--- src/rtl/regfile_dump_reader_if.sv ---
// Register-file read port plus the (address, value) output stream of the dump reader.
interface regfile_dump_reader_if #(
    parameter int ADDR_W = 5,
    parameter int DATA_W = 64
);
    logic [ADDR_W-1:0] rd_addr;
    logic [DATA_W-1:0] rd_data;
    logic              out_valid;
    logic              out_ready;
    logic [ADDR_W-1:0] out_addr;
    logic [DATA_W-1:0] out_data;
    logic              out_last;

    modport master (
        output rd_addr,
        input  rd_data,
        output out_valid,
        input  out_ready,
        output out_addr,
        output out_data,
        output out_last
    );

    modport slave (
        input  rd_addr,
        output rd_data,
        input  out_valid,
        output out_ready,
        input  out_addr,
        input  out_data,
        input  out_last
    );
endinterface

--- src/rtl/regfile_dump_reader.sv ---
// Walks registers 0..NUM_REGS-1 through one read port and streams (addr, value) pairs,
// one item per two cycles at full rate; abort returns to idle without a done pulse.
module regfile_dump_reader #(
    parameter int NUM_REGS = 32,
    parameter int DATA_W   = 64,
    parameter int ADDR_W   = 5
) (
    input  logic                   clk,
    input  logic                   reset,
    input  logic                   start,
    input  logic                   abort,
    regfile_dump_reader_if.master  rf,
    output logic                   busy,
    output logic                   done
);
    typedef enum logic [1:0] {IDLE, READ, WAIT, DONE} state_t;

    localparam logic [ADDR_W-1:0] LAST_IDX = ADDR_W'(NUM_REGS - 1);

    state_t            state;
    logic [ADDR_W-1:0] idx;

    always_ff @(posedge clk or negedge reset) begin
        if (!reset) begin
            state        <= IDLE;
            idx          <= '0;
            rf.rd_addr   <= '0;
            rf.out_valid <= 1'b0;
            rf.out_addr  <= '0;
            rf.out_data  <= '0;
            rf.out_last  <= 1'b0;
        end else begin
            case (state)
                IDLE: begin
                    if (start) begin
                        state      <= READ;
                        idx        <= '0;
                        rf.rd_addr <= '0;
                    end
                end
                READ: begin
                    if (abort) begin
                        state        <= IDLE;
                        rf.out_valid <= 1'b0;
                        idx          <= '0;
                        rf.rd_addr   <= '0;
                    end else begin
                        // rd_data is combinational for rd_addr, so the snapshot is taken here
                        rf.out_data  <= rf.rd_data;
                        rf.out_addr  <= idx;
                        rf.out_last  <= (idx == LAST_IDX);
                        rf.out_valid <= 1'b1;
                        state        <= WAIT;
                    end
                end
                WAIT: begin
                    if (abort) begin
                        state        <= IDLE;
                        rf.out_valid <= 1'b0;
                        idx          <= '0;
                        rf.rd_addr   <= '0;
                    end else if (rf.out_valid && rf.out_ready) begin
                        rf.out_valid <= 1'b0;
                        if (idx == LAST_IDX) begin
                            state <= DONE;
                        end else begin
                            idx        <= idx + 1'b1;
                            rf.rd_addr <= idx + 1'b1;
                            state      <= READ;
                        end
                    end
                end
                DONE:    state <= IDLE;
                default: state <= IDLE;
            endcase
        end
    end

    assign busy = (state == READ) || (state == WAIT);
    assign done = (state == DONE);
endmodule

--- src/flat_wrapper.sv ---
// flat-port wrapper written by rule: the top's interface ports become plain ports
module regfile_dump_reader_flat 
#(
    parameter int NUM_REGS = 32,
    parameter int DATA_W   = 64,
    parameter int ADDR_W   = 5
)
  (clk, reset, start, abort, busy, done, rf_rd_addr, rf_rd_data, rf_out_valid, rf_out_ready, rf_out_addr, rf_out_data, rf_out_last);
  regfile_dump_reader_if #(.ADDR_W(ADDR_W), .DATA_W(DATA_W)) rf_i ();
  input  logic clk;
  input  logic reset;
  input  logic start;
  input  logic abort;
  output logic busy;
  output logic done;
  output wire logic [$bits(rf_i.rd_addr)-1:0] rf_rd_addr;
  input wire logic [$bits(rf_i.rd_data)-1:0] rf_rd_data;
  output wire logic [$bits(rf_i.out_valid)-1:0] rf_out_valid;
  input wire logic [$bits(rf_i.out_ready)-1:0] rf_out_ready;
  output wire logic [$bits(rf_i.out_addr)-1:0] rf_out_addr;
  output wire logic [$bits(rf_i.out_data)-1:0] rf_out_data;
  output wire logic [$bits(rf_i.out_last)-1:0] rf_out_last;
  assign rf_rd_addr = rf_i.rd_addr;
  assign rf_i.rd_data = rf_rd_data;
  assign rf_out_valid = rf_i.out_valid;
  assign rf_i.out_ready = rf_out_ready;
  assign rf_out_addr = rf_i.out_addr;
  assign rf_out_data = rf_i.out_data;
  assign rf_out_last = rf_i.out_last;
  regfile_dump_reader #(.NUM_REGS(NUM_REGS), .DATA_W(DATA_W), .ADDR_W(ADDR_W)) u_core (.clk(clk), .reset(reset), .start(start), .abort(abort), .rf(rf_i), .busy(busy), .done(done));
endmodule
--- config.mk ---
export PLATFORM = sky130hd
export DESIGN_NAME = regfile_dump_reader_flat
export DESIGN_NICKNAME = d
export VERILOG_FILES = /design/src/rtl/regfile_dump_reader_if.sv /design/src/rtl/regfile_dump_reader.sv /design/src/flat_wrapper.sv
export SDC_FILE = /design/constraint.sdc
export NUM_CORES = 1
export LEC_CHECK = 0
export ABC_AREA = 1
export CELL_PAD_IN_SITES_DETAIL_PLACEMENT = 2
export CELL_PAD_IN_SITES_GLOBAL_PLACEMENT = 2
export CORE_UTILIZATION = 26
export DETAILED_ROUTE_END_ITERATION = 12
export GPL_TIMING_DRIVEN = 0
export PLACE_DENSITY = 0.8
export SYNTH_ARGS = -nofsm -noshare
export SYNTH_HDL_FRONTEND = slang
export SYNTH_SLANG_ARGS = --single-unit
--- constraint.sdc ---
create_clock -name clk -period 1.7 [get_ports clk]
set_input_delay 0.51 -clock clk [delete_from_list [all_inputs] [get_ports clk]]
set_output_delay 0.51 -clock clk [all_outputs]
set_load 0.03 [all_outputs]
==> flow_summary.toml <==
[timing]
setup_violations = 1
skew_ns = 0.00599
setup_slack_ns = -0.0429
fin_crit_ns = 1.74
max_clock_freq_mhz = 574
tightest_slew_ns = 0.406
fin_crit_sh = 1.03
slew-limit-headroom = 0.729
rsz0062_at_grt = "true"
slew_violations = 0
hold_violations = 0

[cells_and_area]
final_cell_count_no_fill = 527
regArea_mm2 = 0.00195
nFillCells = 1199
layout.nets = 456
final_area_mm2 = 0.00505
multi_input_area_mm2 = 0.00111
mostFrequentLayoutCells = "dfrtp_1 (77), dlygate4sd2_1 (72), clkdlybuf4s50_1 (67)"
drive_above_1_share = 0.276
synthToLayoutAreaGrowth_pct = 61.1
final_util = 0.437
layout_commonest_cell = "dfrtp_1"
antennaDiodeCount = 0

[worst_hold_path]
hold_class = "input pin to asynchronous set/reset pin"

[die]
fp.dieArea_mm2 = 0.0125
start_util = 0.271
die_h_um = 112
pin_count = 147
rows = 39
placeableCoreArea_mm2 = 0.0116
die_w_um = 112

[power_and_ir_drop]
seqPwrFrac = 0.314
p_comb_frac = 0.504
clkPwrFrac = 0.182
switching_share = 0.412
power.switching_mw = 4.09
p_leak_nw = 2.37
p_int_mw = 5.83
p_per_area_mw_per_mm2 = 1960
ir_drop_uv = 664

[cts]
clk_path_buf_depth = 2
path_clk_slew_ns = 0.06
cts_tree = "yes"
cts_max_level = 3
clkLatencyLatePin_ns = 0.33
cts-root-buf = "clkbuf_16"
numCtsBuffers = 9
cts_sinks = 78
hold_buffers = 0

[grt]
grt_remaining_overflow = 0
grt_max_degree = 52
grt_pass1_vias = 2648
grt_usage = 0.160
grt_pass1_wl_mm = 15.0
antenna_found_initial = 0

[route]
totalWireLength_mm = 9.34
routed-wl-met3_um = 572
vias_per_cell = 4.45
routed.top_layer = "met4"
num_vias = 2346
met2_length_mm = 5.02
routedWlPerCell_um = 17.7
drtIter0Drc = 49
first_pass_iters = 9
final_antenna_net_count = 0
drt-met1-wl_mm = 3.57
drc = 12

[worst_setup_path]
path_cells = "inv_2 -> ha_4 -> buf_6"
slowest_delay_ns = 0.41
startpoint = "u_core.state[1]$_DFFE_PN0P_"
cp_slowest_cell = "dfrtp_1"
critical_path_arrival_ns = 1.23
path_max_fanout = 4
cp-start-kind = "flop"
required_ns = 1.19
path_class = "flop to primary output"
endpoint_kind = "primary output"
r2r-start = "u_core.state[0]$_DFFE_PN0P_"

[yosys]
yosys.area.top_type_share = 0.622
synthCells = 218
ys_warn_count = 0
ys_types = 16
yosysSeqAreaShare = 0.622
synthTopCellsByArea = "dfrtp_1 (62%), mux2_2 (23%), nand2_1 (2.9%), ha_1 (2.4%), buf_6 (2.2%)"
syn_area_per_cell_um2 = 14.4
synth_nets = 293
yosysTopAreaCell = "dfrtp_1"
synth_area_mm2 = 0.00314
yosys_register_bits = 78

[run_status]
violations = "DRC, setup timing"
status = "finished, violations left"

[placement]
placed_cells = 508
gp_congestion = 0.704
place_hpwl_mm = 6.94
io_buffers = 146
post_dp_cell_area_mm2 = 0.00480

[job]
max-cap-violations = 0
==> cells by family (layout without fill, tap and decap cells) <==
family	Yosys count	after routing	synth area share
AOI/OAI and AO/OA	8	8	0.0136
and+or+nand+nor	40	41	0.0546
DFF	78	78	0.622
buffers and inverters	17	182	0.0379
muxes	69	69	0.248
adders and majority gates	6	6	0.0239
==> worst paths after layout <==
| kind | endpoint | slack [ns] | cells after the start |
|---|---|---|---|
| min in group clk | u_core.rf.out_data[23]$_DFFE_PN0P_ | 0.49 | 1 |
| worst min-delay path | u_core.rf.out_data[39]$_DFFE_PN0P_ | 0.10 | 1 |
| worst max-delay path | busy | -0.04 | 3 |
| worst max register to register | u_core.rf.out_data[18]$_DFFE_PN0P_ | 0.04 | 5 |
| worst min register to register | u_core.rf.out_data[23]$_DFFE_PN0P_ | 0.49 | 1 |
| max in group asynchronous | u_core.rf.rd_addr[0]$_DFFE_PN0P_ | 1.00 | 2 |
==> critical path, delay by kind of cell, from the launching register on <==
family | cells | cell delay (ns)
fa+ha+maj | 1 | 0.28
buf+inv | 2 | 0.20
flops | 1 | 0.41
==> flip-flops by register name, indices dropped and copies added, names as in the netlist <==
name	count
u_core.rf.rd_addr	5
u_core.rf.out_valid	1
u_core.state	2
u_core.rf.out_addr	5
u_core.rf.out_last	1
u_core.rf.out_data	64
==> per-stage QoR <==
step / hold WS, ns / TNS [ns] / setup WS, ns / total power, mW
floorplan: 0.214 / 0 / 0.0283 / 6.26
global placement: 0.476 / -233.24 / -2.79 / 8.43
detailed placement: 0.467 / -18.10 / -0.363 / 8.67
CTS: 0.103 / -0.0584 / -0.0584 / 10.0
global route: 0.124 / -0.499 / -0.0967 / 10.5
finish: 0.103 / -0.0429 / -0.0429 / 9.92
==> repair_timing <==
action                                  in CTS  in global routing
setup buffers                                0                  4
endpoints found under the setup margin      83                 12
cloned                                       0                  1
gates resized for setup                     98                 10
pin swaps                                    2                  2
==> power by group through the flow <==
stage | logic [mW] | registers [mW] | clock network [mW]
final | 5.01 | 3.11 | 1.80
after floorplan | 1.51 | 4.75 | 0
after detailed placement | 5.47 | 3.20 | 0
after global placement | 5.33 | 3.11 | 0
after CTS | 5.00 | 3.14 | 1.87
after global routing | 5.32 | 3.24 | 1.94
==> area by class of cell <==
cell class	instances	share of cell area
Inverter	10	0.00743
Tap cell	143	0.0354
Sequential cell	78	0.386
Timing Repair Buffer	151	0.280
Multi-Input combinational cell	124	0.220
Buffer	7	0.0161
Clock buffer	13	0.0535
Clock inverter	1	0.000990
==> Yosys cell counts, drive strengths merged <==
cell type	n
mux2	69
buf	6
nand3	5
inv	10
clkbuf	1
ha	6
nand2	26
a22oi	1
nor2	9
o21ai	7
dfrtp	78
==> layer usage <==
metal | track usage | vias to the layer above
met5 | 0 | -
met4 | 0.0757 | 0
met3 | 0.0327 | 12
met2 | 0.279 | 74
met1 | 0.189 | 1196
li1 | - | 1064
Power figures use the tool's default switching activity.
